## src/rtl/score_keeper.sv

```systemverilog
// Pong score keeper: tracks both scores, sequences IDLE/PLAY/HOLD/GAME_OVER and drives the display word.
// Optional feature macro SCORE_BLINK_EN: blink the display word while in GAME_OVER.
module score_keeper #(
  parameter int WIN_SCORE    = 7,
  parameter int HOLD_CYCLES  = 50000000,
  parameter int BLINK_CYCLES = 12500000
) (
  input  logic        clk,
  input  logic        rst,
  input  logic        start,
  input  logic        point_left,
  input  logic        point_right,
  output logic [3:0]  left_score,
  output logic [3:0]  right_score,
  output logic [11:0] display_data,
  output logic        ball_reset,
  output logic        serve_left,
  output logic        game_over,
  output logic        winner
);

  localparam int               CNT_W     = $clog2(HOLD_CYCLES) + 1;
  localparam logic [CNT_W-1:0] HOLD_LAST = CNT_W'(HOLD_CYCLES - 1);
  localparam logic [3:0]       WIN       = 4'(WIN_SCORE);

  typedef enum logic [1:0] {IDLE, PLAY, HOLD, GAME_OVER} state_t;

  state_t           state_q, state_d;
  logic [3:0]       left_q, left_d;
  logic [3:0]       right_q, right_d;
  logic             serve_left_q, serve_left_d;
  logic             winner_q, winner_d;
  logic [CNT_W-1:0] hold_cnt_q, hold_cnt_d;
  logic [11:0]      display_q, display_d;
  logic [11:0]      score_word;

  always_comb begin
    state_d      = state_q;
    left_d       = left_q;
    right_d      = right_q;
    serve_left_d = serve_left_q;
    winner_d     = winner_q;
    hold_cnt_d   = hold_cnt_q;

    case (state_q)
      IDLE: begin
        if (start) state_d = PLAY;
      end
      PLAY: begin
        if (point_left && point_right) begin
          state_d    = HOLD;
          hold_cnt_d = '0;
        end else if (point_left) begin
          if (left_q != WIN) left_d = left_q + 4'd1;
          serve_left_d = 1'b0;
          if (left_d == WIN) begin
            state_d  = GAME_OVER;
            winner_d = 1'b0;
          end else begin
            state_d    = HOLD;
            hold_cnt_d = '0;
          end
        end else if (point_right) begin
          if (right_q != WIN) right_d = right_q + 4'd1;
          serve_left_d = 1'b1;
          if (right_d == WIN) begin
            state_d  = GAME_OVER;
            winner_d = 1'b1;
          end else begin
            state_d    = HOLD;
            hold_cnt_d = '0;
          end
        end
      end
      HOLD: begin
        if (hold_cnt_q == HOLD_LAST) begin
          state_d    = PLAY;
          hold_cnt_d = '0;
        end else begin
          hold_cnt_d = hold_cnt_q + CNT_W'(1);
        end
      end
      GAME_OVER: begin
        if (start) begin
          state_d  = PLAY;
          left_d   = 4'd0;
          right_d  = 4'd0;
          winner_d = 1'b0;
        end
      end
      default: state_d = IDLE;
    endcase
  end

  // Built from next-state scores so the registered display never lags the score outputs.
  always_comb begin
    score_word = ({8'd0, left_d} << 6) + ({8'd0, left_d} << 5)
               + ({8'd0, left_d} << 2) + {8'd0, right_d};
  end

`ifdef SCORE_BLINK_EN
  localparam int               BLINK_W    = $clog2(BLINK_CYCLES) + 1;
  localparam logic [BLINK_W-1:0] BLINK_LAST = BLINK_W'(BLINK_CYCLES - 1);

  logic [BLINK_W-1:0] blink_cnt_q, blink_cnt_d;
  logic               blink_off_q, blink_off_d;

  // Phase restarts (score shown first) whenever GAME_OVER is entered or left.
  always_comb begin
    blink_cnt_d = blink_cnt_q;
    blink_off_d = blink_off_q;
    if (state_d != GAME_OVER || state_q != GAME_OVER) begin
      blink_cnt_d = '0;
      blink_off_d = 1'b0;
    end else if (blink_cnt_q == BLINK_LAST) begin
      blink_cnt_d = '0;
      blink_off_d = ~blink_off_q;
    end else begin
      blink_cnt_d = blink_cnt_q + BLINK_W'(1);
    end
    display_d = blink_off_d ? 12'd0 : score_word;
  end

  always_ff @(posedge clk or posedge rst) begin
    if (rst) begin
      blink_cnt_q <= '0;
      blink_off_q <= 1'b0;
    end else begin
      blink_cnt_q <= blink_cnt_d;
      blink_off_q <= blink_off_d;
    end
  end
`else
  always_comb begin
    display_d = score_word;
  end
`endif

  always_ff @(posedge clk or posedge rst) begin
    if (rst) begin
      state_q      <= IDLE;
      left_q       <= 4'd0;
      right_q      <= 4'd0;
      serve_left_q <= 1'b0;
      winner_q     <= 1'b0;
      hold_cnt_q   <= '0;
      display_q    <= 12'd0;
    end else begin
      state_q      <= state_d;
      left_q       <= left_d;
      right_q      <= right_d;
      serve_left_q <= serve_left_d;
      winner_q     <= winner_d;
      hold_cnt_q   <= hold_cnt_d;
      display_q    <= display_d;
    end
  end

  assign left_score   = left_q;
  assign right_score  = right_q;
  assign display_data = display_q;
  assign ball_reset   = (state_q != PLAY);
  assign serve_left   = serve_left_q;
  assign game_over    = (state_q == GAME_OVER);
  assign winner       = winner_q;

endmodule

```

## config.mk

```make
export PLATFORM = sky130hd
export DESIGN_NAME = score_keeper
export DESIGN_NICKNAME = d
export VERILOG_FILES = /design/src/rtl/score_keeper.sv
export SDC_FILE = /design/constraint.sdc
export NUM_CORES = 1
export LEC_CHECK = 0
export CAP_MARGIN = 20
export CORE_MARGIN = 2
export CORE_UTILIZATION = 25
export CTS_CLUSTER_DIAMETER = 120
export DETAILED_ROUTE_END_ITERATION = 6
export PLACE_DENSITY = 0.5
export SETUP_SLACK_MARGIN = 0.4
export SYNTH_ARGS = -nofsm -noshare
export SYNTH_HDL_FRONTEND = slang
export SYNTH_SLANG_ARGS = --single-unit
```

## constraint.sdc

```tcl
create_clock -name clk -period 5.5 [get_ports clk]
set_clock_uncertainty 0.2 [all_clocks]
set_input_delay 0.825 -clock clk [delete_from_list [all_inputs] [get_ports clk]]
set_output_delay 0.825 -clock clk [all_outputs]
set_load 0.01 [all_outputs]
```

==> impl_metrics.py, run 1 <==
metrics = {
    "hold_path": {
        "hold_path_class": "flip-flop to flip-flop",
        "hold_path_startpoint": "hold_cnt_q[26]$_DFFE_PP0P_",
        "holdPathStages": 1,
        "worst_hold_path.endpoint": "hold_cnt_q[26]$_DFFE_PP0P_",
    },
    "route": {
        "num_vias": 2629,
        "first_iter_violations": 91,
        "drcViolationCount": 0,
        "drt_first_pass_iters": 4,
        "routedLengthMet1_mm": 3.66,
        "vias_per_cell": 5.13,
        "postRouteAntennaNets": 0,
        "dr_wl_met3_um": 204,
        "average_wire_per_standard_cell_um": 14.3,
        "routed-wl-met2_mm": 3.38,
        "wl_mm": 7.30,
        "top_routing_layer_used": "met4",
    },
    "critical_path": {
        "timing_worst_setup_path_type": "primary input to flip-flop",
        "worstPathArrival_ns": 4.16,
        "end_kind": "flip-flop",
        "reg2reg_setup_slack_ns": 1.91,
        "cp_max_fo": 9,
        "r2r-end": "display_data[8]$_DFF_PP0_",
        "critical_path.startpoint_type": "primary input",
        "critical-path-slowest-cell": "clkdlybuf4s50_1",
        "crit_chain": "clkdlybuf4s50_1, ha_1, nor2b_1, o21ai_0, xor2_1, o21ai_0, ha_1, inv_1, fa_1, nand2b_1, nor4_1, o21ai_1, xnor2_1",
        "critPathMaxStageDelay_ns": 0.55,
        "rr_worst_depth": 11,
        "critical_path.reg2reg.startpoint": "state_q[1]$_DFFE_PP0P_",
        "timing.critical_path.required_ns": 5.47,
    },
    "grt": {
        "first_global_vias": 2564,
        "antenna_violations_before_repair": 0,
        "grt_max_degree": 49,
        "grt_remaining_overflow": 0,
        "wire_length_of_the_first_global_routing_pass_mm": 12.8,
        "grt_util_all_layers_pct": 11.8,
    },
    "power_and_ir_drop": {
        "design_power_total_uw": 1630,
        "cellLeakagePower_uw": 0.00154,
        "power_per_cell_area_mw_per_mm2": 441,
        "max-vdd-ir-drop_v": 0.000219,
    },
    "layout": {
        "nFillCells": 1271,
        "syn_to_final_growth_pct": 20.1,
        "post-route-util_pct": 30.7,
        "antennaDiodeCount": 0,
        "drive_above_1_share_pct": 6.58,
        "multi_input_area_mm2": 0.00172,
        "final_net_count": 388,
        "final-seq-area_mm2": 0.00120,
    },
    "logic_synthesis": {
        "post_synth_and_or_nand_nor_area_fraction_pct": 24.0,
        "synth-seq-area-share_pct": 39.1,
        "synth-adder-area-share_pct": 7.58,
        "synth_enable_flop_cells": 0,
        "syn_avg_cell_area_um2": 9.03,
        "synth-compound-area-share_pct": 17.8,
        "flip_flop_and_latch_count_after_synthesis": 48,
        "synth-main-ff-cell": "dfrtp_1",
        "synth.top_cells.by_count": "dfrtp_1 (48), nand2_1 (29), a21oi_1 (21)",
        "post_synth_instance_area_mm2": 0.00307,
        "synthTopCellsByArea": "dfrtp_1 (39%), ha_1 (6.9%), nand2_1 (3.5%)",
        "synth-async-reset-ratio_pct": 100,
        "synth_top_area_cell": "dfrtp_1",
        "synth_top_family_by_area": "simple AND/OR/NAND/NOR gates",
        "synth.yosys.warnings": 0,
        "synth.distinct_cells": 54,
        "synthDominantCellAreaShare_pct": 39.1,
        "yosys.area_share.xor_xnor_pct": 2.57,
        "synthesis.instances": 340,
        "cell_with_the_most_instances_after_synthesis": "dfrtp_1",
        "synthMuxAreaShare_pct": 3.71,
        "mappedNetlistNets": 363,
    },
    "cts": {
        "post_cts_buffers": 0,
        "cts_repair_resize_count": 0,
        "cts_root_buf": "clkbuf_16",
        "number_of_buffers_inserted_by_hold_repair_at_cts": 0,
        "htreeDepth": 2,
        "cts_buffers": 5,
        "clock_sink_count": 48,
        "max-clock-path-buffers": 2,
        "clk_pin_slew_ns": 0.06,
        "worst_skew_pair.late_latency_ns": 0.28,
        "cts_tree": "yes",
    },
    "placement": {
        "half_perimeter_wire_length_after_placement_mm": 4.98,
        "preCtsSetupSlack_ns": 1.01,
        "gp_congestion": 0.782,
        "count_of_input_and_output_buffers": 27,
    },
    "floorplan": {
        "core_region_area_mm2": 0.0120,
        "start_util_pct": 25.6,
        "num_rows": 40,
        "die_height_um": 115,
        "design.die.area_mm2": 0.0132,
        "floorplan.io_pins": 29,
        "die_w_um": 115,
    },
    "sta": {
        "report.final.setup_viol": 0,
        "finalWorstSetupSlack_ns": 1.32,
        "final_critical_delay_including_setup_and_external_delays_ns": 4.18,
        "rsz0062_at_grt": "false",
        "finalCritPeriodShare_pct": 76.1,
        "worst_slew_margin_relative_to_its_limit_pct": 44.1,
        "final.setup.tns_ns": 0,
        "finalHoldViolations": 0,
        "finalMaxSlewViolations": 0,
        "worst_slew_pin_slew_ns": 0.836,
        "maxClockFrequency_mhz": 239,
    },
    "status": {
        "outcome": "complete, no violations",
    },
    "run": {
        "timing.max_cap.violations": 0,
    },
}
## layer usage
metal	vias up	global-route usage (%)
met5	-	0
met4	0	2.65
met3	6	2.11
met2	39	18.8
met1	1275	16.8
li1	1309	-
## critical path, delay by kind of cell
family / cells / cell delay [ns]
xor gates and xnor gates: 2 / 0.32
buffers and inverters: 2 / 0.61
AOI/OAI and AO/OA: 3 / 0.81
and+or+nand+nor: 3 / 0.61
adders and majority gates: 3 / 0.98
## power by group
group,internal [µW],total [µW],switching (µW)
Sequential,412,462,50.3
Clock,258,390,132
Combinational,325,775,451
Total,995,1630,633
## how the worst max path moves through the flow
| stage | start | end | cells past startpoint |
|---|---|---|---|
| finish | point_left | display_data[8]$_DFF_PP0_ | 13 |
| floorplan | point_left | display_data[8]$_DFF_PP0_ | 12 |
| detailed placement | point_left | display_data[8]$_DFF_PP0_ | 13 |
| CTS | point_left | display_data[8]$_DFF_PP0_ | 13 |
| global route | point_left | display_data[8]$_DFF_PP0_ | 13 |
| global placement | point_left | display_data[8]$_DFF_PP0_ | 13 |
## cell type report
cell class / count / area share, %
Multi-Input combinational cell: 257 / 46.7
Inverter: 21 / 2.14
Clock inverter: 2 / 1.63
Sequential cell: 48 / 32.6
Tap cell: 147 / 4.99
Timing Repair Buffer: 32 / 8.62
Clock buffer: 5 / 3.39
## kinds of logic (layout without fill, tap and decap cells)
group / Yosys count / count (layout)
multiplexers: 11 / 11
AO/OA/AOI/OAI: 84 / 84
adder cells (fa/ha/maj): 18 / 18
buffers and inverters: 35 / 60
AND/OR/NAND/NOR: 134 / 134
XOR/XNOR: 9 / 9
flip-flops: 48 / 48
other: 1 / 1
## flip-flops by register name, indices dropped and copies added (netlist names)
signal,flops
winner,1
state_q,2
display_data,11
left_score,4
right_score,2
hold_cnt_q,27
serve_left,1
## placed cells by master, fill, tap and decap left out, types with 5 or more instances in the layout
master and instances:
dfrtp_1 48, nor2_1 18, mux2i_1 10, nor3_1 6, nand2_1 29, clkdlybuf4s50_1 27, clkbuf_16 5, xnor2_1 6
a21oi_1 21, nor4_1 9, inv_1 19, ha_1 17, o21ai_0 20, nand3_1 16, a22o_1 8, nand4_1 17
or4_1 5, a21o_1 10
## through the flow
stage	cells	hold slack (ns)	area, µm²
global route	512	0.297	3690
detailed placement	503	0.275	3480
CTS	510	0.284	3660
finish	512	0.281	3690
global placement	503	0.266	3480
floorplan	340	0.243	3070
No activity file was read; power rests on OpenSTA's default activity.
==> inputs of run 2 (changes only) <==
clock period = 4.1 ns   (was 5.5 ns; I/O delays follow)
==> run 2 against run 1 <==
  * Flip-flop and latch count unchanged
  * Via count is 1.2% higher
  * Critical path depth down 3
  * Critical path type unchanged
  * Critical endpoint is now display_data[9]$_DFF_PP0_
  * Count of clock-buffer cells in the layout increased by 1
==> impl_metrics.py, run 2 (synthesis gave the netlist of run 1 again) <==
metrics = {
    "status": {
        "outcome": "complete, no violations",
    },
    "route": {
        "num_vias": 2660,
        "vias_per_cell": 5.14,
        "first_iter_violations": 87,
        "drcViolationCount": 0,
        "postRouteAntennaNets": 0,
        "wl_mm": 7.48,
        "drt_first_pass_iters": 5,
        "average_wire_per_standard_cell_um": 14.4,
    },
    "cts": {
        "post_cts_buffers": 0,
        "cts_buffers": 5,
        "worst_skew_pair.late_latency_ns": 0.28,
        "cts_root_buf": "clkbuf_16",
        "number_of_buffers_inserted_by_hold_repair_at_cts": 0,
        "htreeDepth": 2,
        "cts_tree": "yes",
        "cts_repair_resize_count": 0,
        "clock_sink_count": 48,
        "max-clock-path-buffers": 2,
        "clk_pin_slew_ns": 0.07,
    },
    "layout": {
        "final_net_count": 393,
        "most_common_library_cell_in_the_layout_ignoring_fill_and_taps": "dfrtp_1",
        "drive_above_1_share_pct": 8.36,
        "syn_to_final_growth_pct": 21.1,
        "largest-register": "hold_cnt_q",
        "antennaDiodeCount": 0,
        "flip_flop_count_of_the_largest_register_all_copies_and_words_added": 27,
        "post-route-util_pct": 31.0,
        "most-common-layout-cells": "dfrtp_1 (48), nand2_1 (29), clkdlybuf4s50_1 (27), a21oi_1 (21), inv_1 (19)",
    },
    "grt": {
        "first_global_vias": 2609,
        "grt_util_all_layers_pct": 12.0,
        "busiest_layer": "met2",
        "grt_remaining_overflow": 0,
        "gr-usage-met2_pct": 19.9,
        "antenna_violations_before_repair": 0,
        "wire_length_of_the_first_global_routing_pass_mm": 12.9,
        "gr-usage-met1_pct": 16.4,
        "grt_max_degree": 49,
        "met3_usage_pct": 1.95,
    },
    "critical_path": {
        "worstPathArrival_ns": 3.45,
        "timing.critical_path.required_ns": 4.11,
        "reg2reg_setup_slack_ns": 0.70,
        "end_kind": "flip-flop",
        "critical_path.startpoint_type": "primary input",
        "timing_worst_setup_path_type": "primary input to flip-flop",
        "cp_max_fo": 5,
    },
    "placement": {
        "half_perimeter_wire_length_after_placement_mm": 5.28,
        "gp_congestion": 0.766,
        "count_of_input_and_output_buffers": 27,
        "preCtsSetupSlack_ns": 0.204,
    },
    "sta": {
        "finalWorstSetupSlack_ns": 0.666,
        "worst_slew_pin_slew_ns": 1.09,
        "rsz0062_at_grt": "false",
        "finalMaxSlewViolations": 0,
        "final_critical_delay_including_setup_and_external_delays_ns": 3.43,
        "report.final.setup_viol": 0,
        "final.setup.tns_ns": 0,
        "hold-worst-slack_ns": 0.288,
        "finalHoldViolations": 0,
        "finalCritPeriodShare_pct": 83.7,
        "worst_slew_margin_relative_to_its_limit_pct": 26.9,
        "maxClockFrequency_mhz": 291,
    },
    "floorplan": {
        "num_rows": 40,
        "die_height_um": 115,
        "start_util_pct": 25.6,
        "die_w_um": 115,
        "design.die.area_mm2": 0.0132,
        "core_region_area_mm2": 0.0120,
        "floorplan.io_pins": 29,
    },
    "hold_path": {
        "hold_path_class": "flip-flop to flip-flop",
    },
    "power_and_ir_drop": {
        "power_per_cell_area_mw_per_mm2": 584,
        "max-vdd-ir-drop_v": 0.000264,
        "design_power_total_uw": 2170,
        "cellLeakagePower_uw": 0.00156,
    },
    "run": {
        "timing.max_cap.violations": 0,
    },
}
run 2: changes by cell type in the layout (fill, tap and decap cells not counted), moves of 2 or more:
cell and delta:
buf_4 +6, nor4_1 -2, nor4_2 +2, o21ai_0 -2
o21ai_1 +2
run 2: final timing paths:
check / from / to / cells past startpoint
max reg2reg: state_q[1]$_DFFE_PP0P_ / display_data[9]$_DFF_PP0_ / 10
max in group asynchronous: rst / winner$_DFFE_PP0P_ / 3
max: point_left / display_data[9]$_DFF_PP0_ / 10
min reg2reg: hold_cnt_q[26]$_DFFE_PP0P_ / hold_cnt_q[26]$_DFFE_PP0P_ / 1
min: hold_cnt_q[26]$_DFFE_PP0P_ / hold_cnt_q[26]$_DFFE_PP0P_ / 1
min in group asynchronous: rst / display_data[3]$_DFF_PP0_ / 2
run 2: final cells by class:
class | instances | area, µm²
well taps | 147 | 184
fillers | 1274 | 8290
inverters | 21 | 78.8
flip-flops and latches | 48 | 1200
clock inverters | 2 | 35.0
repair buffers | 37 | 358
clock buffers | 6 | 129
multi-input cells | 257 | 1730
run 2: layer usage:
metal  routed length, µm  share of wire [%]  vias to the layer above
li1                    -                  -                     1324
met1                3700                 49                     1292
met2                3540                 47                       37
met3                 179                2.4                        7
met4                  66               0.88                        0
met5                   0                  0                        -
run 2: where the power goes:
part / total [µW] / internal (µW) / leakage [µW] / switching (µW)
Combinational: 1080 / 474 / 0.000828 / 610
Sequential: 621 / 552 / 0.000648 / 68.9
Clock: 466 / 287 / 0.0000808 / 178
Total: 2170 / 1310 / 0.00156 / 858
run 2: worst max-delay path: stages:
cell and delay (ns):
clkdlybuf4s50_1 0.42, ha_1 0.26, nand2b_1 0.20, nor4b_1 0.66, nor3_1 0.15, ha_1 0.23, or3_1 0.32, a31o_2 0.25
a41oi_1 0.19, xnor2_1 0.14
run 2: metrics by stage:
stage	instance area, µm²	std cells
detailed placement	3520	509
CTS	3690	517
finish	3720	518
global placement	3520	509
global route	3720	518
floorplan	3070	340
